### config.mk
export PLATFORM = sky130hd
export DESIGN_NAME = driver_lampada_pwm
export DESIGN_NICKNAME = d
export VERILOG_FILES = /design/src/rtl/driver_lampada_pwm.sv
export SDC_FILE = /design/constraint.sdc
export NUM_CORES = 1
export LEC_CHECK = 0
export ABC_CLOCK_PERIOD_IN_PS = 2300
export CORE_MARGIN = 4
export CORE_UTILIZATION = 32
export CTS_CLUSTER_SIZE = 40
export DETAILED_ROUTE_END_ITERATION = 10
export PLACE_DENSITY = 0.49
export SYNTH_ARGS = -nofsm -noshare
export SYNTH_HDL_FRONTEND = slang
export SYNTH_SLANG_ARGS = --single-unit
### constraint.sdc
create_clock -name clk -period 2.3 [get_ports clk]
set_input_delay 0.46 -clock clk [delete_from_list [all_inputs] [get_ports clk]]
set_output_delay 0.46 -clock clk [all_outputs]
set_load 0.1 [all_outputs]
### src/rtl/driver_lampada_pwm.sv
// rtl/driver_lampada_pwm.sv - lamp PWM driver with soft-start/soft-stop brightness ramps
module driver_lampada_pwm #(
    parameter int PWM_DIV  = 4,
    parameter int STEP_DIV = 50000
) (
    input  logic       clk,
    input  logic       rst,
    input  logic       liga,
    input  logic [7:0] brilho_max,
    output logic       pwm_out,
    output logic [7:0] nivel,
    output logic       acesa,
    output logic       em_rampa
);

    localparam int STEP_W = (STEP_DIV > 1) ? $clog2(STEP_DIV) : 1;
    localparam int PRE_W  = (PWM_DIV > 1) ? $clog2(PWM_DIV) : 1;
    localparam logic [STEP_W-1:0] STEP_LAST = STEP_W'(STEP_DIV - 1);
    localparam logic [PRE_W-1:0]  PRE_LAST  = PRE_W'(PWM_DIV - 1);

    typedef enum logic [1:0] {
        APAGADA  = 2'd0,
        SUBINDO  = 2'd1,
        ACESA    = 2'd2,
        DESCENDO = 2'd3
    } state_t;

    state_t            state;
    state_t            state_next;
    logic [7:0]        nivel_next;
    logic              liga_meta;
    logic              liga_s;
    logic [STEP_W-1:0] step_cnt;
    logic              tick;
    logic [PRE_W-1:0]  pwm_pre;
    logic              pwm_wrap;
    logic [7:0]        pwm_cnt;

    // liga comes from the slow controller domain; two flops before any decision uses it
    always_ff @(posedge clk or negedge rst) begin
        if (!rst) begin
            liga_meta <= 1'b0;
            liga_s    <= 1'b0;
        end else begin
            liga_meta <= liga;
            liga_s    <= liga_meta;
        end
    end

    assign tick = (step_cnt == STEP_LAST);

    always_ff @(posedge clk or negedge rst) begin
        if (!rst) begin
            step_cnt <= '0;
        end else if (tick) begin
            step_cnt <= '0;
        end else begin
            step_cnt <= step_cnt + 1'b1;
        end
    end

    assign pwm_wrap = (pwm_pre == PRE_LAST);

    always_ff @(posedge clk or negedge rst) begin
        if (!rst) begin
            pwm_pre <= '0;
            pwm_cnt <= 8'd0;
        end else begin
            if (pwm_wrap) begin
                pwm_pre <= '0;
                pwm_cnt <= pwm_cnt + 8'd1;
            end else begin
                pwm_pre <= pwm_pre + 1'b1;
            end
        end
    end

    always_ff @(posedge clk or negedge rst) begin
        if (!rst) begin
            state   <= APAGADA;
            nivel   <= 8'd0;
            pwm_out <= 1'b0;
        end else begin
            state   <= state_next;
            nivel   <= nivel_next;
            pwm_out <= (pwm_cnt < nivel);
        end
    end

    // Transitions take priority over stepping, so a tick in a transition cycle is dropped
    always_comb begin
        state_next = state;
        nivel_next = nivel;
        case (state)
            APAGADA: begin
                nivel_next = 8'd0;
                if (liga_s) begin
                    state_next = SUBINDO;
                end
            end
            SUBINDO: begin
                if (!liga_s) begin
                    state_next = DESCENDO;
                end else if (nivel >= brilho_max) begin
                    state_next = ACESA;
                end else if (tick && (nivel != 8'hFF)) begin
                    nivel_next = nivel + 8'd1;
                end
            end
            ACESA: begin
                if (!liga_s) begin
                    state_next = DESCENDO;
                end else if (tick) begin
                    if ((nivel < brilho_max) && (nivel != 8'hFF)) begin
                        nivel_next = nivel + 8'd1;
                    end else if ((nivel > brilho_max) && (nivel != 8'd0)) begin
                        nivel_next = nivel - 8'd1;
                    end
                end
            end
            DESCENDO: begin
                if (liga_s) begin
                    state_next = SUBINDO;
                end else if (nivel == 8'd0) begin
                    state_next = APAGADA;
                end else if (tick) begin
                    nivel_next = nivel - 8'd1;
                end
            end
            default: begin
                state_next = APAGADA;
                nivel_next = 8'd0;
            end
        endcase
    end

    assign acesa    = (state == ACESA);
    assign em_rampa = (state == SUBINDO) || (state == DESCENDO);

endmodule
==> flow_metrics.env <==
export IMPL_drc=0
export IMPL_finalWirelength_microns=5945
export IMPL_p_comb_frac=0.657
export IMPL_power_w=0.004053
export IMPL_grt_pass1_vias=2072
export IMPL_synth_avg_cell_area_sq_um=9.641
export IMPL_core_area_sq_um=7408
export IMPL_overflow=0
export IMPL_tritoncts="done"
export IMPL_routabilityCongestion=0.8182
export IMPL_final_hold_violation_count=0
export IMPL_clockPowerShare=0.121
export IMPL_ys_types=52
export IMPL_clock_skew_ns=0.005444
export IMPL_violations="negative setup slack"
export IMPL_crit_path_start_kind="flop"
export IMPL_post_place_ws_ns=-0.5464
export IMPL_grt_use_total=0.1421
export IMPL_place_area_sq_um=3077
export IMPL_synthCells=258
export IMPL_p_leak_nw=1.469
export IMPL_wl_per_cell_microns=14.39
export IMPL_status="complete, but fails checks"
export IMPL_clk_pin_slew_ns=0.08
export IMPL_num_vias=2045
export IMPL_cp_slowest_cell="or4_4"
export IMPL_grt_max_degree=23
export IMPL_arrival_ns=2.56
export IMPL_dp_hpwl_microns=4451
export IMPL_antenna_left=0
export IMPL_fin_cells=413
export IMPL_final_area_sq_um=3366
export IMPL_fmax_ghz=0.4223
export IMPL_synth_nets=294
export IMPL_start_util=0.3358
export IMPL_cts_path_max_buffers=2
export IMPL_dieArea_sq_um=9248
export IMPL_numClockSinks=39
export IMPL_cp_slowest_stage_delay_ns=0.55
export IMPL_yosysWarnings=0
export IMPL_p_seq_frac=0.222
export IMPL_h_tree_depth=2
export IMPL_endpoint_kind="flop"
export IMPL_min_period_ns=2.368
export IMPL_slew_headroom=0.5825
export IMPL_dp_cells=399
export IMPL_cts_root_buf="clkbuf_8"
export IMPL_clock_latency_ns=0.29
export IMPL_diodes=0
export IMPL_dr_pass1_iters=4
export IMPL_crit_required_ns=2.49
export IMPL_layout_nets=349
export IMPL_hold_path_class="in -> async"
export IMPL_synth_ff_type="dfrtp_1"
export IMPL_drt_iter0_markers=83
export IMPL_finalCritPeriodShare=1.030
export IMPL_finalSetupViolCount=7
export IMPL_holdWs_ns=0.1315
export IMPL_ys_seq_area_frac=0.3924
export IMPL_syn_area_sq_um=2487
export IMPL_tightest_slew_ns=0.6262
export IMPL_die_height_microns=96.17
export IMPL_antenna_found_initial=0
export IMPL_sw_frac_of_total=0.4928
export IMPL_die_w_microns=96.17
export IMPL_pin_count=22
export IMPL_viasPerCell=4.952
export IMPL_ys_seq_elements=39
export IMPL_worstSetupPathType="reg -> reg"
export IMPL_grt_first_pass_wirelength_microns=10120
export IMPL_fin_ws_ns=-0.06811
export IMPL_crit_chain="or4_4, nor4_4, buf_4, nand3_2, o21ai_2, o221ai_4, or2_4, o32ai_2"
export IMPL_cts_buffers_inserted=5
export IMPL_max_cap_violations=0
export IMPL_drive_above_1_share=0.3408
export IMPL_synthArstFlopShare=1.000
export IMPL_report_final_slew_viol_count=0
export IMPL_p_per_area_nw_per_um2=1204
export IMPL_worstPathMaxFanout=4
export IMPL_syn2layout_area_growth_pct=35.31
export IMPL_rsz0062_at_grt="true"
export IMPL_ir_drop_mv=0.3862
export IMPL_p_int_w=0.002056
export IMPL_p_sw_w=0.001997
export IMPL_port_buffer_count=21
export IMPL_synth_edff_count=0
export IMPL_placementRows=31
export IMPL_rr_worst_depth=8
[worst max-delay path: cells and delay by family, from the launching register on]
| kind | cells | cell delay, ns |
|---|---|---|
| flops | 1 | 0.38 |
| buf+inv | 1 | 0.19 |
| simple gates | 4 | 1.27 |
| compound gates | 3 | 0.44 |
[logic make-up (layout without fill, tap and decap cells)]
group / after synthesis / in the layout / share of synthesized area
adder cells (fa/ha/maj): 25 / 25 / 0.1258
buffers and inverters: 27 / 83 / 0.04426
multiplexers: 4 / 4 / 0.01710
XOR/XNOR: 20 / 20 / 0.07042
AND/OR/NAND/NOR: 92 / 92 / 0.1972
flip-flops: 39 / 39 / 0.3924
AO/OA/AOI/OAI: 51 / 51 / 0.1529
[Yosys cell counts (all sizes together) (3+ instances only)]
cell type  number  area (sq um)
and2            3         18.77
inv            20         75.07
nor2b           5         31.28
nand3          13         70.07
ha             25         312.8
nand4           8         50.05
nor2           20         75.07
o21a            4         30.03
o31ai           5         42.54
xor2           10         87.58
dfrtp          39         975.9
clkbuf          5         18.77
nor3            8         45.04
nor4            3         33.78
and3            3         18.77
nand2          20         75.07
xnor2          10         87.58
o21ai           6         33.78
a21oi          11         55.05
a21o            4         30.03
a211oi          6         45.04
[what timing repair did]
item	4_1_cts	5_1_grt
endpoints found under the hold margin	0	0
setup buffers	4	2
gates resized for setup	31	7
setup endpoints to repair	9	10
pin swaps	18	10
cloned	0	0
hold buffers	0	0
[power by group through the flow]
| stage | Combinational (W) | Clock [W] | Sequential [W] |
|---|---|---|---|
| final | 0.00266 | 0.000492 | 0.000899 |
| after detailed placement | 0.00238 | 0 | 0.000904 |
| after CTS | 0.00256 | 0.000514 | 0.000899 |
| after global placement | 0.00237 | 0 | 0.000906 |
| after floorplan | 0.00130 | 0 | 0.00133 |
| after global routing | 0.00287 | 0.000541 | 0.000909 |
[flip-flops by register name (all words and copies together) (netlist names)]
name       cells
state          2
liga_meta      1
pwm_pre        2
pwm_out        1
step_cnt      16
nivel          8
liga_s         1
pwm_cnt        8
[metal layers]
metal / share of wire / vias up / track usage
met5: 0 / - / 0
li1: - / 1025 / -
met3: 0.037 / 4 / 0.02737
met4: 0.0086 / 0 / 0.03555
met1: 0.49 / 979 / 0.1906
met2: 0.46 / 37 / 0.2340
[worst paths after layout]
kind	startpoint	endpoint	slack, ns
worst min-delay path	rst	step_cnt[14]	0.13
worst max register to register	step_cnt[7]	nivel[7]	-0.07
max in group asynchronous	rst	nivel[6]	1.54
worst min register to register	liga_meta	liga_s	0.35
min in group clk	liga_meta	liga_s	0.35
worst max-delay path	step_cnt[7]	nivel[7]	-0.07
[layout make-up]
class	instances	area (sq um)
Fill cell	734	4043
Multi-Input combinational cell	192	1617
Sequential cell	39	998.5
Timing Repair Buffer	55	456.7
Tap cell	99	123.9
Clock buffer	7	86.33
Inverter	20	75.07
Clock inverter	1	8.758
[per-stage QoR]
step	utilization	setup TNS (ns)
2_1_floorplan	-	-0.2518
3_3_place_gp	0.4153	-4.470
3_5_place_dp	0.4153	-4.600
4_1_cts	0.4481	-0.1362
5_1_grt	0.4543	-1.380
6_report	0.4543	-0.3171
[layout by cell type (no fill, tap or decap), drive strengths merged, types with 2 or more instances in the layout]
| cell | Yosys | layout |
|---|---|---|
| buf | 2 | 46 |
| dfrtp | 39 | 39 |
| ha | 25 | 25 |
| nor2 | 20 | 20 |
| nand2 | 20 | 20 |
| inv | 20 | 20 |
| nand3 | 13 | 13 |
| a21oi | 11 | 11 |
| xor2 | 10 | 10 |
| xnor2 | 10 | 10 |
| nand4 | 8 | 8 |
| nor3 | 8 | 8 |
| dlygate4sd2 | 0 | 7 |
| clkbuf | 5 | 7 |
| a211oi | 6 | 6 |
| o21ai | 6 | 6 |
| nor2b | 5 | 5 |
| o31ai | 5 | 5 |
| a21o | 4 | 4 |
| o21a | 4 | 4 |
| and3 | 3 | 3 |
| and2 | 3 | 3 |
| nor4 | 3 | 3 |
| o211ai | 2 | 2 |
| a31oi | 2 | 2 |
| o32ai | 2 | 2 |
| mux2i | 2 | 2 |
| clkdlybuf4s50 | 0 | 2 |
| mux2 | 2 | 2 |
| or2 | 2 | 2 |
| or3 | 2 | 2 |
(Power assumes the default switching activity.)
==> RTL change: new RTL, config.mk and constraints unchanged <==
The 4 states of `state_t` get a one-hot encoding in 4 bits.
--- a/src/rtl/driver_lampada_pwm.sv
+++ b/src/rtl/driver_lampada_pwm.sv
@@ -20,7 +20,7 @@
 
-    typedef enum logic [1:0] {
-        APAGADA  = 2'd0,
-        SUBINDO  = 2'd1,
-        ACESA    = 2'd2,
-        DESCENDO = 2'd3
+    typedef enum logic [3:0] {
+        APAGADA  = 4'b0001,
+        SUBINDO  = 4'b0010,
+        ACESA    = 4'b0100,
+        DESCENDO = 4'b1000
     } state_t;
Behaviour: no difference found for any inputs over 10 cycles, from zero or initial values and one cycle with rst low; not proved beyond that.
==> RTL change against the unedited design <==
- the flow still finishes with violations (setup timing)
- maximum frequency is 1.5% lower
- clock power is 17% higher
- worst setup slack worse by 0.036 ns
- synthesized area is 9.7% higher
- final area rose by 8.2%
- hold slack lost 0.063 ns
- synthesized cell count rose by 12%
- routed wire length increased by 10%
- total power fell by 6.8%
- sequential cell count grew 2
- combinational power down 15%
- critical endpoint is now nivel[1]
- largest cell class unchanged
==> RTL change: results (changes against the unedited design) <==
| Metric | Value |
|---|---|
| CP peak stage delay | `0.51 ns (-0.04 ns)` |
| Dpl ws | `-0.6710 ns (-0.1246 ns)` |
| VDD IR max | `0.4512 mV (+17%)` |
| Share of layout cells above drive strength 1 | `33.24% (-0.84 points)` |
| Inst Count DP | `452 (+13%)` |
| Dpl hpwl | `4919 um (+11%)` |
| Outcome | `finished, violations left` |
| Max stage delay cell, worst path | `dfrtp_4` |
| Synthesized instance count | `290 (+12%)` |
| Nets@finish | `389 (+11%)` |
| Worst reg2reg path endpoint | `nivel[1]` |
| Register area share after synthesis | `37.66% (-1.6 points)` |
| Wire length on met1 | `3119 um (+6.1%)` |
| Routed met2 length | `3149 um (+15%)` |
| Fillers | `810 (+10%)` |
| Critical path's top delay family | `compound AO/OA/AOI/OAI gates` |
| Post-synth top cells | `40 x dfrtp_1, 40 x nor2_1, 21 x ha_1` |
| Worst Path Max Fanout | `8 (+4)` |
| GRT Resource Usage Total | `14.05% (-0.16 points)` |
| Final setup margin | `-0.1042 ns (-0.03613 ns)` |
| Failing checks | `setup timing` |
| Vias in the first global route | `2362 (+14%)` |
| FF-to-FF Start | `nivel[1]` |
| Slew headroom | `70.07% (+12 points)` |
| Period Utilization, post-route | `104.5% (+1.6 points)` |
| Final setup fails | `7 (unchanged)` |
| Met3 wire length | `205 um (-6.4%)` |
## RTL change: layout make-up
| cell class | count | area share [%] |
|---|---|---|
| Inverter | 19 | 1.959 |
| Sequential cell | 41 | 28.69 |
| Clock buffer | 6 | 1.993 |
| Timing Repair Buffer | 71 | 16.05 |
| Multi-Input combinational cell | 219 | 46.74 |
| Tap cell | 105 | 3.608 |
| Clock inverter | 2 | 0.9622 |
## RTL change: power breakdown
| group | switching (W) | leakage [nW] | internal, W | total, W |
|---|---|---|---|---|
| registers | 0.000101 | 0.516 | 0.000824 | 0.000925 |
| clock network | 0.000256 | 0.0552 | 0.000322 | 0.000578 |
| logic | 0.00135 | 1.08 | 0.000925 | 0.00227 |
## RTL change: metal layers
metal	vias to the layer above	global-route usage [%]
li1	1164	-
met1	1090	18.53
met2	36	23.55
met3	9	2.502
met4	0	4.041
met5	-	0
## RTL change: what timing repair did
action	in CTS	in global routing
gates resized for setup	28	7
pin swaps	13	5
setup buffers	3	0
endpoints found under the setup margin	8	9
## RTL change: worst max-delay path by stage
stage                       start       end  cells past startpoint
global placement    brilho_max[1]  nivel[3]                     10
global route             nivel[1]  nivel[1]                      8
finish                   nivel[1]  nivel[1]                      8
CTS                      nivel[1]  nivel[1]                      8
floorplan                nivel[1]  nivel[3]                      9
detailed placement  brilho_max[1]  nivel[1]                     10
## RTL change: logic make-up after synthesis
kind of cell    after synthesis  share of synthesized area [%]
compound gates               62                          16.61
xor+xnor                     20                          6.422
fa+ha+maj                    21                          9.633
buf+inv                      30                          5.504
flops                        41                          37.66
mux                           4                          1.881
simple gates                112                          22.29
## RTL change: stage by stage
step	util, %	total power, W	hold slack [ns]	area (um2)
floorplan	-	0.002350	0.1644	2763
global placement	40.82	0.003041	0.3333	3371
detailed placement	40.82	0.003044	0.3381	3371
CTS	43.82	0.003783	0.07583	3618
global route	44.09	0.004022	0.08078	3641
finish	44.09	0.003775	0.06867	3641
## RTL change: worst reg2reg max path, stage by stage, from the launching register on
cell and delay, ns:
dfrtp_4 0.51, ha_4 0.27, nor2b_1 0.12, o211ai_1 0.09, a21o_2 0.28, a211o_1 0.28
o211a_4 0.14, or2_4 0.30, mux2_4 0.31
